[config.mk]
export PLATFORM = sky130hd
export DESIGN_NAME = window3x3_gen_flat
export DESIGN_NICKNAME = d
export VERILOG_FILES = /design/src/rtl/window3x3_gen_pkg.sv /design/src/rtl/window3x3_gen_if.sv /design/src/rtl/window3x3_gen_row_delay_buf.sv /design/src/rtl/window3x3_gen.sv /design/src/flat_wrapper.sv
export SDC_FILE = /design/constraint.sdc
export NUM_CORES = 1
export LEC_CHECK = 0
export CELL_PAD_IN_SITES_DETAIL_PLACEMENT = 1
export CELL_PAD_IN_SITES_GLOBAL_PLACEMENT = 1
export CORE_ASPECT_RATIO = 0.75
export CORE_MARGIN = 1
export CORE_UTILIZATION = 53
export CTS_CLUSTER_SIZE = 12
export DETAILED_ROUTE_END_ITERATION = 8
export GPL_TIMING_DRIVEN = 0
export PLACE_DENSITY = 0.8
export SLEW_MARGIN = 10
export SYNTH_ARGS = -nofsm -noshare
export SYNTH_HDL_FRONTEND = slang
export SYNTH_SLANG_ARGS = --single-unit
[constraint.sdc]
create_clock -name clk -period 4.5 [get_ports clk]
set_clock_uncertainty 0.1 [all_clocks]
set_input_delay 0.9 -clock clk [delete_from_list [all_inputs] [get_ports clk]]
set_output_delay 0.9 -clock clk [all_outputs]
set_load 0.02 [all_outputs]
[src/rtl/window3x3_gen_pkg.sv]
`default_nettype none
// ============================================================================
// Module   : window3x3_gen_pkg
// Brief    : Shared constants for the 3x3 window generator and the 3x3 MAC
//            that consumes its windows (default pixel width, tap count and
//            the row-major slot numbering of the window).
// Revision : 1.0 - initial release
// ============================================================================
package window3x3_gen_pkg;

  localparam int DATA_W_DEF = 8;
  localparam int WIN_TAPS   = 9;

  // Row-major slot numbering: top row 0..2, middle row 3..5, bottom row 6..8
  localparam int SLOT_TL = 0;
  localparam int SLOT_TC = 1;
  localparam int SLOT_TR = 2;
  localparam int SLOT_ML = 3;
  localparam int SLOT_MC = 4;
  localparam int SLOT_MR = 5;
  localparam int SLOT_BL = 6;
  localparam int SLOT_BC = 7;
  localparam int SLOT_BR = 8;

  // Slot index of window row r (0 = top), column c (0 = left)
  function automatic int slot_idx(input int r, input int c);
    return r * 3 + c;
  endfunction

endpackage
`default_nettype wire

[src/rtl/window3x3_gen_if.sv]
`default_nettype none
// ============================================================================
// Module   : window3x3_gen_if
// Brief    : Pixel-in / window-out stream bundle. The slave modport is the
//            window generator; the master modport is the environment that
//            feeds pixels and drains windows.
// Revision : 1.0 - initial release
// ============================================================================
interface window3x3_gen_if
  import window3x3_gen_pkg::*;
#(
  parameter int DATA_W = DATA_W_DEF
);

  logic [DATA_W-1:0]          pix_in;
  logic                       in_valid;
  logic                       in_ready;
  logic [WIN_TAPS*DATA_W-1:0] win_out;
  logic                       out_valid;
  logic                       out_ready;
  logic                       frame_end;

  modport master (
    output pix_in, in_valid, out_ready,
    input  in_ready, win_out, out_valid, frame_end
  );

  modport slave (
    input  pix_in, in_valid, out_ready,
    output in_ready, win_out, out_valid, frame_end
  );

endinterface
`default_nettype wire

[src/rtl/window3x3_gen_row_delay_buf.sv]
`default_nettype none
// ============================================================================
// Module   : row_delay_buf
// Brief    : One image row of pixel storage. Read is combinational from the
//            addressed entry, write lands at the same address on the clock
//            edge, so a read and write in the same cycle returns the old
//            value (one row of delay). Contents are never reset: the window
//            generator's row/column gating keeps stale data from escaping.
// Revision : 1.0 - initial release
// ============================================================================
module row_delay_buf #(
  parameter int DEPTH  = 8,
  parameter int DATA_W = 8,
  parameter int AW     = (DEPTH > 1) ? $clog2(DEPTH) : 1
) (
  input  logic              clk,
  input  logic              we_i,
  input  logic [AW-1:0]     addr_i,
  input  logic [DATA_W-1:0] wdata_i,
  output logic [DATA_W-1:0] rdata_o
);

  logic [DATA_W-1:0] mem_q [DEPTH];

  assign rdata_o = mem_q[addr_i];

  // Overwrite the addressed entry with this row's pixel
  always_ff @(posedge clk) begin
    if (we_i) begin
      mem_q[addr_i] <= wdata_i;
    end
  end

endmodule
`default_nettype wire

[src/rtl/window3x3_gen.sv]
`default_nettype none
// ============================================================================
// Module   : window3x3_gen
// Brief    : Streaming 3x3 window generator. Accepts a raster pixel stream,
//            keeps two previous rows in row delay buffers and a 3x3 shift
//            register, and emits one window per accepted pixel whose window
//            lies fully inside the frame (no padding). Single output register
//            stage with ready/valid backpressure, one cycle of latency.
// Revision : 1.0 - initial release
// ============================================================================
module window3x3_gen
  import window3x3_gen_pkg::*;
#(
  parameter int IMG_W  = 8,
  parameter int IMG_H  = 8,
  parameter int DATA_W = DATA_W_DEF
) (
  input  logic            clk,
  input  logic            rst,    // asynchronous, active low
  window3x3_gen_if.slave  bus
);

  localparam int CW = (IMG_W > 1) ? $clog2(IMG_W) : 1;
  localparam int RW = (IMG_H > 1) ? $clog2(IMG_H) : 1;
  localparam int WB = WIN_TAPS * DATA_W;

  localparam logic [CW-1:0] COL_LAST = CW'(IMG_W - 1);
  localparam logic [RW-1:0] ROW_LAST = RW'(IMG_H - 1);

  logic [CW-1:0]     col_q, col_d;
  logic [RW-1:0]     row_q, row_d;
  logic [WB-1:0]     win_q, win_d;
  logic [WB-1:0]     out_win_q;
  logic              out_valid_q;
  logic              frame_end_q;
  logic [DATA_W-1:0] a_rd;
  logic [DATA_W-1:0] b_rd;
  logic              accept;
  logic              emit;
  logic              last_pix;

  // Output stage can take a new window when empty or being drained this cycle
  assign bus.in_ready  = bus.out_ready | ~out_valid_q;
  assign accept        = bus.in_valid & bus.in_ready;
  assign emit          = accept & (row_q >= RW'(2)) & (col_q >= CW'(2));
  assign last_pix      = (col_q == COL_LAST) & (row_q == ROW_LAST);

  assign bus.win_out   = out_win_q;
  assign bus.out_valid = out_valid_q;
  assign bus.frame_end = frame_end_q;

  // Buffer A: previous row. Its old entry moves on into buffer B.
  row_delay_buf #(
    .DEPTH  (IMG_W),
    .DATA_W (DATA_W),
    .AW     (CW)
  ) u_buf_a (
    .clk     (clk),
    .we_i    (accept),
    .addr_i  (col_q),
    .wdata_i (bus.pix_in),
    .rdata_o (a_rd)
  );

  // Buffer B: the row before the previous one
  row_delay_buf #(
    .DEPTH  (IMG_W),
    .DATA_W (DATA_W),
    .AW     (CW)
  ) u_buf_b (
    .clk     (clk),
    .we_i    (accept),
    .addr_i  (col_q),
    .wdata_i (a_rd),
    .rdata_o (b_rd)
  );

  // Raster position following the pixel accepted this cycle
  always_comb begin
    col_d = col_q + CW'(1);
    row_d = row_q;
    if (col_q == COL_LAST) begin
      col_d = '0;
      row_d = (row_q == ROW_LAST) ? '0 : row_q + RW'(1);
    end
  end

  // Window shifted one column left with the new right column appended
  always_comb begin
    win_d = win_q;
    win_d[SLOT_TL*DATA_W +: DATA_W] = win_q[SLOT_TC*DATA_W +: DATA_W];
    win_d[SLOT_TC*DATA_W +: DATA_W] = win_q[SLOT_TR*DATA_W +: DATA_W];
    win_d[SLOT_TR*DATA_W +: DATA_W] = b_rd;
    win_d[SLOT_ML*DATA_W +: DATA_W] = win_q[SLOT_MC*DATA_W +: DATA_W];
    win_d[SLOT_MC*DATA_W +: DATA_W] = win_q[SLOT_MR*DATA_W +: DATA_W];
    win_d[SLOT_MR*DATA_W +: DATA_W] = a_rd;
    win_d[SLOT_BL*DATA_W +: DATA_W] = win_q[SLOT_BC*DATA_W +: DATA_W];
    win_d[SLOT_BC*DATA_W +: DATA_W] = win_q[SLOT_BR*DATA_W +: DATA_W];
    win_d[SLOT_BR*DATA_W +: DATA_W] = bus.pix_in;
  end

  // Position counters, shift register, output stage and frame-end pulse
  always_ff @(posedge clk or negedge rst) begin
    if (!rst) begin
      col_q       <= '0;
      row_q       <= '0;
      win_q       <= '0;
      out_win_q   <= '0;
      out_valid_q <= 1'b0;
      frame_end_q <= 1'b0;
    end else begin
      frame_end_q <= accept & last_pix;
      if (accept) begin
        col_q <= col_d;
        row_q <= row_d;
        win_q <= win_d;
      end
      if (emit) begin
        out_win_q   <= win_d;
        out_valid_q <= 1'b1;
      end else if (bus.out_ready) begin
        out_valid_q <= 1'b0;
      end
    end
  end

endmodule
`default_nettype wire

[src/flat_wrapper.sv]
// flat-port wrapper written by rule: the top's interface ports become plain ports
module window3x3_gen_flat import window3x3_gen_pkg::*;
#(
  parameter int IMG_W  = 8,
  parameter int IMG_H  = 8,
  parameter int DATA_W = DATA_W_DEF
)
  (clk, rst, bus_pix_in, bus_in_valid, bus_out_ready, bus_in_ready, bus_win_out, bus_out_valid, bus_frame_end);
  window3x3_gen_if #(.DATA_W(DATA_W)) bus_i ();
  input  logic clk;
  input  logic rst;
  input wire logic [$bits(bus_i.pix_in)-1:0] bus_pix_in;
  input wire logic [$bits(bus_i.in_valid)-1:0] bus_in_valid;
  input wire logic [$bits(bus_i.out_ready)-1:0] bus_out_ready;
  output wire logic [$bits(bus_i.in_ready)-1:0] bus_in_ready;
  output wire logic [$bits(bus_i.win_out)-1:0] bus_win_out;
  output wire logic [$bits(bus_i.out_valid)-1:0] bus_out_valid;
  output wire logic [$bits(bus_i.frame_end)-1:0] bus_frame_end;
  assign bus_i.pix_in = bus_pix_in;
  assign bus_i.in_valid = bus_in_valid;
  assign bus_i.out_ready = bus_out_ready;
  assign bus_in_ready = bus_i.in_ready;
  assign bus_win_out = bus_i.win_out;
  assign bus_out_valid = bus_i.out_valid;
  assign bus_frame_end = bus_i.frame_end;
  window3x3_gen #(.IMG_W(IMG_W), .IMG_H(IMG_H), .DATA_W(DATA_W)) u_core (.clk(clk), .rst(rst), .bus(bus_i));
endmodule
* Word-level counts from Yosys, hierarchy flattened
Memories as Yosys holds them, arrays and structs flattened.
Cells that the tools add are included.
** Storage, ports and cells
- Bits in registers :: 152
- Memory bits (writable) :: 128
- Output and inout port bits :: 75
- Word-level logic and storage cells :: 29
- Memories kept :: 2
** Memory list
- u_core.u_buf_a.mem_q :: words 8, width 8, read ports 1, clocked after Yosys merged registers in 0, write ports 1, line window3x3_gen_row_delay_buf.sv:23 : logic [DATA_W-1:0] mem_q [DEPTH];
- u_core.u_buf_b.mem_q :: words 8, width 8, read ports 1, clocked after Yosys merged registers in 0, write ports 1, line window3x3_gen_row_delay_buf.sv:23
** Operators by class
- Add/sub/neg operators :: 2
- $lt $le $gt $ge :: 2
- Equality and inequality tests :: 2
- Muxes and demuxes :: 6
- Bitwise operators :: 7
- Reduce and logical (&&, ||, !) cells :: 2
** Operators with widths (count)
- $add A3 B1 Y3 const B :: 2
- $eq A3 B3 Y1 const B :: 2
- $ge A3 B2 Y1 const B :: 2
- $mux W3 :: 2
- $and A1 B1 Y1 :: 5
- $mux W1 :: 4
- $reduce_and A2 Y1 :: 1
- $reduce_bool A2 Y1 :: 1
- $not A1 Y1 :: 1
- $or A1 B1 Y1 :: 1

* Logic depth before layout (Yosys ltp)
Gate-level depths: netlist of run 1.
- Depth in word-level cells :: 6
- Mapped depth :: 9

* Hierarchy
Synthesis of run 1 repeated with hierarchy kept, for this count alone.
** Unflattened totals
- Cell total of the unflattened synthesis :: 531
- Area, all modules :: 10334.9 um^2
** By module, submodules not included
- window3x3_gen :: instances 1, cells an instance 289, area each 5225.0 um^2, sequential area each 3203.1 um^2
- row_delay_buf :: instances 2, cells an instance 121, area each 2555.0 um^2, sequential area each 1921.8 um^2

* Least setup slack after synthesis of run 1
OpenSTA, ideal clock, no wires.
- Kind :: input-to-reg
- Start :: input bus_out_ready
- End :: memory u_core.u_buf_a.mem_q[0][0] (enable)
- Setup time :: 0.430 ns
- Data arrival time :: 2.939 ns
- Data required time :: 3.970 ns
- Path slack :: 1.030 ns
- Stages :: 4
- Buffers on the path :: 1
- Cells stage by stage :: nand2b_1 -> nand2_1 -> buf_2 -> nor4_1
** On the way
- Longest elaborated chain between the ends :: 4
** RTL lines
- from (decl) :: line flat_wrapper.sv:14 : input wire logic [$bits(bus_i.out_ready)-1:0] bus_out_ready;
- $or A1 B1 Y1 :: line window3x3_gen.sv:43 : assign bus.in_ready = bus.out_ready | ~out_valid_q;
- $and A1 B1 Y1 :: line window3x3_gen.sv:44 : assign accept = bus.in_valid & bus.in_ready;
- $mux W1 :: line window3x3_gen_row_delay_buf.sv:29 : if (we_i) begin
- $mux W1 (not written as such) :: line window3x3_gen_row_delay_buf.sv:30 : mem_q[addr_i] <= wdata_i;
- to (decl) :: line window3x3_gen_row_delay_buf.sv:23
No other way between the ends.

* Worst setup path after layout of run 1
- Start :: input bus_out_ready
- End :: output bus_in_ready
** On the way
- Longest elaborated chain between the ends :: 1
** RTL lines
- $or A1 B1 Y1 :: line window3x3_gen.sv:43
- to (decl) :: line flat_wrapper.sv:15 : output wire logic [$bits(bus_i.in_ready)-1:0] bus_in_ready;
No other way between the ends.

==> results of run 1 <==
==> Yosys cell counts (all sizes together) <==
master	number	share of area [%]
nor3	4	0.20
mux2i	16	2.5
mux2	92	11
dfrtp	128	32
ha	5	0.63
and3	1	0.063
nor2	4	0.15
nand3	4	0.25
clkbuf	12	0.46
o21ai	1	0.051
mux4	32	7.3
a21oi	34	1.7
edfxtp	128	39
nor2b	1	0.063
o32a	1	0.10
buf	24	1.7
a31oi	32	2.0
nor4	2	0.13
nand2b	1	0.063
and2	1	0.063
nand2	4	0.15
inv	9	0.34
==> metrics by stage <==
step	std cells	area [sq um]	setup slack, ns	power, mW	hold WS, ns
floorplan	536	9860	1.03	5.82	0.350
global placement	864	11000	-2.25	7.11	0.364
detailed placement	879	11200	0.447	7.42	0.365
CTS	924	12000	0.413	9.43	0.213
global route	924	12000	0.351	9.77	0.237
finish	924	12000	0.408	9.34	0.208
==> per-layer routing <==
metal / track usage, % / part of all wire (%) / up-vias
met2: 42.7 / 50 / 153
li1: - / - / 2314
met5: 0 / 0 / -
met4: 6.55 / 2.0 / 0
met1: 35.7 / 43 / 2861
met3: 4.56 / 5.6 / 36
==> critical path, stage by stage <==
cell	delay, ns
clkdlybuf4s50_1	0.45
nand2b_1	0.22
buf_2	0.27
buf_1	0.52
clkdlybuf4s50_1	0.72
==> sequential cells by signal (all words and copies together), names as in the netlist <==
register              flops
u_core.bus.win_out       72
u_core.u_buf_a.mem_q     64
u_core.u_buf_b.mem_q     64
u_core.win_q             48
u_core.col_q              3
u_core.row_q              3
u_core.bus.frame_end      1
u_core.bus.out_valid      1
==> cells by family after synthesis <==
group	share of synthesized area, %
simple gates	1.14
mux	20.3
fa+ha+maj	0.635
compound gates	3.91
buf+inv	2.51
flops	71.5
==> path summary, 6_finish.rpt <==
| check | from | endpoint | slack, ns | cells past startpoint |
|---|---|---|---|---|
| hold reg to reg | u_core.win_q[39] | u_core.bus.win_out[31] | 0.38 | 1 |
| setup reg to reg | u_core.col_q[0] | u_core.bus.win_out[52] | 1.55 | 9 |
| max in group asynchronous | rst | u_core.win_q[57] | 3.34 | 2 |
| min in group clk | u_core.win_q[39] | u_core.bus.win_out[31] | 0.38 | 1 |
| setup / recovery | bus_out_ready | bus_in_ready | 0.41 | 5 |
| hold / removal | rst | u_core.bus.frame_end | 0.21 | 1 |
==> power by group <==
group          internal, mW  switching, mW
registers              3.37          0.404
logic                  1.60           2.01
clock network          1.12          0.828
==> layout make-up <==
class | instances | area (sq um)
Inverter | 9 | 33.8
Multi-Input combinational cell | 235 | 2600
Clock inverter | 1 | 8.76
Buffer | 36 | 214
Clock buffer | 44 | 749
Tap cell | 242 | 303
Sequential cell | 256 | 7050
Timing Repair Buffer | 101 | 1040
Fill cell | 1522 | 5920
==> results.py, run 1 <==
metrics = {
    "run": {
        "cap_violations": 0,
    },
    "global_route": {
        "grt_usage_pct": 25.7,
        "grt_pass1_vias": 6045,
        "antenna_found_initial": 0,
        "grt_pass1_wl_microns": 36500,
        "overflow": 0,
        "grt_max_degree": 82,
    },
    "routing": {
        "drt_iter0_drc": 324,
        "routed_via_density": 5.81,
        "final_antenna_net_count": 0,
        "routedWlPerCell_microns": 25.2,
        "firstDrtPassIters": 4,
        "wirelength_microns": 23300,
        "drc": 0,
        "num_vias": 5364,
    },
    "sta": {
        "min_period_ns": 4.09,
        "rsz0062_at_grt": "no",
        "worst_pin_slew_ns": 0.933,
        "slew_viol_final": 0,
        "fmax_mhz": 244,
        "tns_ns": 0,
        "fin_crit_sh_pct": 90.9,
        "hold_viol_final": 0,
        "relSlewSlack_pct": 37.5,
        "finalSetupViolations": 0,
    },
    "floorplan": {
        "rows": 42,
        "die_w_microns": 159,
        "core_sq_um": 17900,
        "io_pins": 87,
        "die_area_sq_um": 19200,
        "fp.dieH_microns": 120,
        "initial_core_util_pct": 55.0,
    },
    "placed_design": {
        "gp_congestion": 0.818,
        "dpl.hpwl_microns": 16300,
        "port-buffer-count": 86,
    },
    "min_path": {
        "hold_path_class": "in -> async",
    },
    "layout": {
        "fin_util_pct": 66.9,
        "diodes": 0,
        "final_cell_mix": "dfrtp_1, edfxtp_1, mux2_1, clkdlybuf4s50_1, a21oi_1",
        "nets": 682,
        "drive_gt1_share_pct": 17.7,
        "area_growth_pct": 21.7,
    },
    "clocking": {
        "hold_buffers": 0,
        "cts_buffers": 26,
        "post_cts_buffers": 0,
        "clk_latency_ns": 0.53,
        "clk_pin_slew_ns": 0.06,
        "cts_resized": 0,
        "cts_buffer_depth": 3,
        "root_buffer": "clkbuf_16",
        "clock_sinks": 256,
        "cts_tree": "yes",
        "cts-htree-levels": 1,
    },
    "worst_setup_path": {
        "start_kind": "primary input",
        "critPathCaptureType": "output pin",
        "arrival_ns": 3.09,
        "crit_type": "in -> out",
        "crit_path_max_fanout": 10,
        "crit_required_ns": 3.50,
    },
    "logic_synthesis": {
        "synth.avg_cell_area_sq_um": 18.4,
        "synth-seq-cells": 256,
        "synth_area_sq_um": 9860,
        "syn_nets": 553,
        "yosysWarnings": 0,
        "ys_types": 29,
        "syn-instance-count": 536,
        "ys_seq_area_share_pct": 71.5,
    },
    "pwr": {
        "p_leak_nw": 4.44,
        "powerDensity_nw_per_um2": 778,
        "ir_drop_mv": 0.375,
    },
    "run_status": {
        "status": "complete, no violations",
    },
}
Note: power is estimated with default switching activity, not from simulation.
==> run 2, diff against run 1 <==
--- a/config.mk
+++ b/config.mk
@@ -5,7 +5,7 @@
 export SDC_FILE = /design/constraint.sdc
 export NUM_CORES = 1
 export LEC_CHECK = 0
-export CELL_PAD_IN_SITES_DETAIL_PLACEMENT = 1
+export CELL_PAD_IN_SITES_DETAIL_PLACEMENT = 0
 export CELL_PAD_IN_SITES_GLOBAL_PLACEMENT = 1
 export CORE_ASPECT_RATIO = 0.75
 export CORE_MARGIN = 1
==> run 2 against run 1 <==
  * Utilization rose by 0.31 points
  * Critical path depth did not move
  * First-iteration DRC count grew 16%
  * Total power is 0.69% lower
  * Routed wire length fell by 13%
  * Fmax increased by 1.9%
  * Combinational power fell by 3%
  * Critical path type unchanged
  * Critical endpoint unchanged
==> results.py, run 2 (synthesis results as in run 1) <==
metrics = {
    "sta": {
        "fin_crit_sh_pct": 89.2,
        "relSlewSlack_pct": 41.5,
        "hold_viol_final": 0,
        "fmax_mhz": 249,
        "worst_hold_slack_ns": 0.211,
        "slew_viol_final": 0,
        "tns_ns": 0,
        "min_period_ns": 4.01,
        "worst_pin_slew_ns": 0.873,
        "rsz0062_at_grt": "no",
        "finalSetupViolations": 0,
    },
    "placed_design": {
        "dp.cells": 879,
        "dpl.hpwl_microns": 14100,
        "gp_congestion": 0.818,
        "port-buffer-count": 86,
    },
    "routing": {
        "wirelength_microns": 20400,
        "drt_iter0_drc": 375,
        "final_antenna_net_count": 0,
        "routedWlPerCell_microns": 22.0,
        "num_vias": 5276,
        "drc": 0,
        "routed_via_density": 5.70,
        "firstDrtPassIters": 4,
    },
    "floorplan": {
        "die_area_sq_um": 19200,
        "die_w_microns": 159,
        "core_sq_um": 17900,
        "initial_core_util_pct": 55.0,
        "io_pins": 87,
        "fp.dieH_microns": 120,
        "rows": 42,
    },
    "worst_setup_path": {
        "endpoint": "bus_in_ready",
        "arrival_ns": 3.01,
        "max_stage_delay_ns": 0.71,
        "crit_path_start": "bus_out_ready",
        "reg2regPathDepth": 9,
        "crit_required_ns": 3.50,
        "start_kind": "primary input",
        "rrSetupSlack_ns": 1.68,
        "crit_chain": "clkdlybuf4s50_1 > nand2b_1 > buf_2 > buf_1 > clkdlybuf4s50_1",
        "timing.rr.end": "u_core.bus.win_out[50]",
        "path_depth": 5,
        "crit_type": "in -> out",
        "critPathMostFrequentCell": "clkdlybuf4s50_1",
        "slowest_stage": "clkdlybuf4s50_1",
        "crit_path_max_fanout": 10,
        "critPathCaptureType": "output pin",
        "reg2reg_from": "u_core.col_q[0]",
        "crit_buf_inv": 4,
        "crit_family": "buffers and inverters",
    },
    "run_status": {
        "status": "complete, no violations",
    },
    "global_route": {
        "grt_max_degree": 82,
        "grt_pass1_wl_microns": 31900,
        "grt_pass1_vias": 5485,
        "antenna_found_initial": 0,
        "grt_usage_pct": 22.2,
        "overflow": 0,
    },
    "clocking": {
        "clk_latency_ns": 0.51,
        "cts_resized": 0,
        "cts_buffers": 26,
        "clk_pin_slew_ns": 0.06,
        "cts-htree-levels": 1,
        "cts_buffer_depth": 3,
        "root_buffer": "clkbuf_16",
        "cts_tree": "yes",
        "hold_buffers": 0,
        "post_cts_buffers": 0,
        "clock_sinks": 256,
    },
    "layout": {
        "area_growth_pct": 22.2,
        "diodes": 0,
        "largest_reg_flops": 72,
        "final_cell_mix": "dfrtp_1, edfxtp_1, mux2_1, clkdlybuf4s50_1, a21oi_1",
        "fin_cells": 926,
        "fin_util_pct": 67.2,
        "drive_gt1_share_pct": 18.3,
        "nets": 682,
    },
    "run": {
        "cap_violations": 0,
    },
    "min_path": {
        "hold_path_class": "in -> async",
    },
    "pwr": {
        "ir_drop_mv": 0.455,
        "p_leak_nw": 4.47,
        "powerDensity_nw_per_um2": 769,
    },
}
## run 2: how the worst min path moves through the flow
stage / start / end / slack, ns / cells past startpoint
floorplan: u_core.win_q[58] / u_core.win_q[58] / 0.35 / 1
global placement: u_core.win_q[58] / u_core.bus.win_out[50] / 0.36 / 1
detailed placement: u_core.win_q[56] / u_core.bus.win_out[48] / 0.37 / 1
CTS: rst / u_core.bus.frame_end / 0.22 / 1
global route: rst / u_core.bus.frame_end / 0.25 / 1
finish: rst / u_core.bus.frame_end / 0.21 / 1
## run 2: area by class of cell
type | count | area (sq um)
repair buffers | 101 | 1040
well taps | 242 | 303
clock buffers | 46 | 808
inverters | 9 | 33.8
plain buffers | 36 | 214
flip-flops and latches | 256 | 7050
clock inverters | 1 | 5.00
multi-input cells | 235 | 2600
fillers | 1204 | 5870
## run 2: metal layers
layer	up-vias	global-route usage, %	share of wire [%]	wire length, microns
met5	-	0	0	0
li1	2336	-	-	-
met2	150	34.2	46	9450
met4	0	6.13	2.3	467
met3	35	3.59	5.2	1070
met1	2755	33.1	46	9400
## run 2: metrics by stage
stage               total power [mW]  setup slack (ns)  instance area, sq um
CTS                             9.35             0.470                 12100
finish                          9.27             0.485                 12100
global route                    9.71             0.424                 12100
floorplan                       5.82              1.03                  9860
global placement                7.11             -2.25                 11000
detailed placement              7.29             0.504                 11200
## run 2: where the power goes
part | switching [mW] | leakage, nW | internal [mW]
combinational | 1.90 | 1.46 | 1.60
clock | 0.823 | 0.394 | 1.21
sequential | 0.374 | 2.62 | 3.37
total | 3.10 | 4.47 | 6.17
==> run 3, diff against run 2 <==
--- a/config.mk
+++ b/config.mk
@@ -9,11 +9,12 @@
 export CELL_PAD_IN_SITES_GLOBAL_PLACEMENT = 1
 export CORE_ASPECT_RATIO = 0.75
 export CORE_MARGIN = 1
-export CORE_UTILIZATION = 53
+export CORE_UTILIZATION = 58
 export CTS_CLUSTER_SIZE = 12
 export DETAILED_ROUTE_END_ITERATION = 8
+export DONT_BUFFER_PORTS = 1
 export GPL_TIMING_DRIVEN = 0
-export PLACE_DENSITY = 0.8
+export PLACE_DENSITY_LB_ADDON = 0.2
 export SLEW_MARGIN = 10
 export SYNTH_ARGS = -nofsm -noshare
 export SYNTH_HDL_FRONTEND = slang
==> run 3 against run 2 <==
  * The run now ends with DRC left
  * Routed wire length down 2.1%
  * First-iteration DRC count up 9.1%
  * Sequential power up 13%
  * Combinational power down 32%
  * Utilization up 0.25 points
  * Critical path depth down 2
  * Non-clock buffer count down 87
  * Total power down 9.0%
  * Cell count down 13%
  * Sequential share of layout area up 5.5 points
  * Count of clock-buffer cells in the layout down 7
  * Via count down 5.3%
  * Critical endpoint unchanged
  * Largest cell class unchanged
==> results.py, run 3 (synthesis results as in run 1) <==
metrics = {
    "floorplan": {
        "initial_core_util_pct": 60.4,
        "rows": 40,
        "core_sq_um": 16300,
        "io_pins": 87,
        "die_w_microns": 153,
        "fp.dieH_microns": 115,
        "die_area_sq_um": 17500,
    },
    "run": {
        "cap_violations": 0,
    },
    "placed_design": {
        "gp_congestion": 0.845,
        "dpl.hpwl_microns": 13500,
        "port-buffer-count": 0,
        "place_ws_ns": 1.35,
        "dp.cells": 759,
    },
    "pwr": {
        "powerDensity_nw_per_um2": 766,
        "power_frac_seq_pct": 50.0,
        "p_clk_share_pct": 21.7,
        "combPwrFrac_pct": 28.2,
        "p_leak_nw": 4.06,
        "power_mw": 8.44,
        "switching_share_pct": 35.6,
        "intPower_mw": 5.43,
        "ir_drop_mv": 0.424,
        "switchingPower_mw": 3.00,
    },
    "worst_setup_path": {
        "critPathCaptureType": "output pin",
        "start_kind": "flop",
        "crit_path_max_fanout": 10,
        "arrival_ns": 2.11,
        "crit_type": "reg -> out",
        "crit_required_ns": 3.50,
    },
    "clocking": {
        "cts_buffers": 25,
        "clock_sinks": 256,
        "clk_latency_ns": 0.52,
        "cts-htree-levels": 1,
        "cts_buffer_depth": 3,
        "root_buffer": "clkbuf_16",
        "clk_pin_slew_ns": 0.06,
        "cts_tree": "yes",
        "post_cts_buffers": 0,
    },
    "global_route": {
        "antenna_found_initial": 0,
        "overflow": 0,
        "grt_pass1_wl_microns": 31100,
        "grt_max_degree": 129,
        "grt_pass1_vias": 5231,
        "grt_usage_pct": 23.9,
    },
    "sta": {
        "finalSetupViolations": 0,
        "hold_viol_final": 0,
        "fin_crit_sh_pct": 69.1,
        "tns_ns": 0,
        "rsz0062_at_grt": "no",
        "fmax_mhz": 322,
        "slew_viol_final": 0,
        "worst_slack_ns": 1.39,
        "min_period_ns": 3.11,
        "relSlewSlack_pct": 40.3,
        "worst_pin_slew_ns": 0.888,
    },
    "routing": {
        "drc": 4,
        "routed_via_density": 6.24,
        "routedWlPerCell_microns": 24.9,
        "num_vias": 4997,
        "final_antenna_net_count": 0,
        "drt_iter0_drc": 409,
        "firstDrtPassIters": 9,
        "wirelength_microns": 20000,
    },
    "layout": {
        "drive_gt1_share_pct": 19.8,
        "final_cell_mix": "dfrtp_1, edfxtp_1, mux2_1, a21oi_1",
        "area_growth_pct": 11.7,
        "nets": 594,
        "fin_cells": 801,
        "largest_reg_flops": 72,
        "diodes": 0,
    },
    "run_status": {
        "status": "finished, violations left",
        "violations": "DRC",
    },
    "min_path": {
        "hold_path_class": "in -> async",
    },
}
==> run 3: stage by stage <==
| stage | util, % | hold WS [ns] | instance area (sq um) |
|---|---|---|---|
| after floorplan | - | 0.350 | 9860 |
| after global placement | 62.0 | 0.364 | 10100 |
| after detailed placement | 63.1 | 0.372 | 10300 |
| after CTS | 67.5 | 0.275 | 11000 |
| after global routing | 67.5 | 0.297 | 11000 |
| final | 67.5 | 0.215 | 11000 |
==> run 3: metal layers <==
metal / up-vias / share of wire, % / track usage, %
met1: 2634 / 43 / 33.7
met5: - / 0 / 0
met2: 180 / 47 / 37.7
met4: 0 / 2.1 / 6.46
li1: 2148 / - / -
met3: 35 / 8.2 / 6.48
==> run 3: worst max-delay path, cell delays in order, from the launching register on <==
cell      delay, ns
dfrtp_1        0.46
nand2b_1       0.23
buf_2          0.27
buf_1          0.62
==> run 3: power by group through the flow <==
stage | Sequential, mW | Clock (mW) | Combinational [mW]
floorplan | 4.08 | 0 | 1.74
global placement | 4.24 | 0 | 2.20
detailed placement | 4.27 | 0 | 2.36
CTS | 4.23 | 1.87 | 2.40
global route | 4.31 | 1.95 | 2.58
finish | 4.22 | 1.83 | 2.38
==> run 3: area by class of cell <==
class                           count  area [sq um]
Clock buffer                       39           678
Clock inverter                      2          13.8
Fill cell                        1094          5300
Buffer                             36           214
Tap cell                          210           263
Multi-Input combinational cell    235          2600
Inverter                            9          33.8
Timing Repair Buffer               14           160
Sequential cell                   256          7050
==> run 3: final timing paths <==
kind / slack, ns / cells past startpoint / endpoint / startpoint
setup / recovery: 1.39 / 3 / bus_in_ready / u_core.bus.out_valid
hold / removal: 0.22 / 1 / u_core.win_q[20] / rst
setup reg to reg: 1.68 / 9 / u_core.bus.win_out[26] / u_core.col_q[0]
hold reg to reg: 0.38 / 1 / u_core.bus.win_out[27] / u_core.win_q[35]
max in group asynchronous: 3.57 / 1 / u_core.bus.win_out[66] / rst
min in group clk: 0.37 / 0 / u_core.u_buf_a.mem_q[6][4] / bus_pix_in[4]
==> run 3: what timing repair did <==
action	4_1_cts	5_1_grt
gates resized for setup	0	0
endpoints found under the hold margin	128	0
hold buffers	1	0
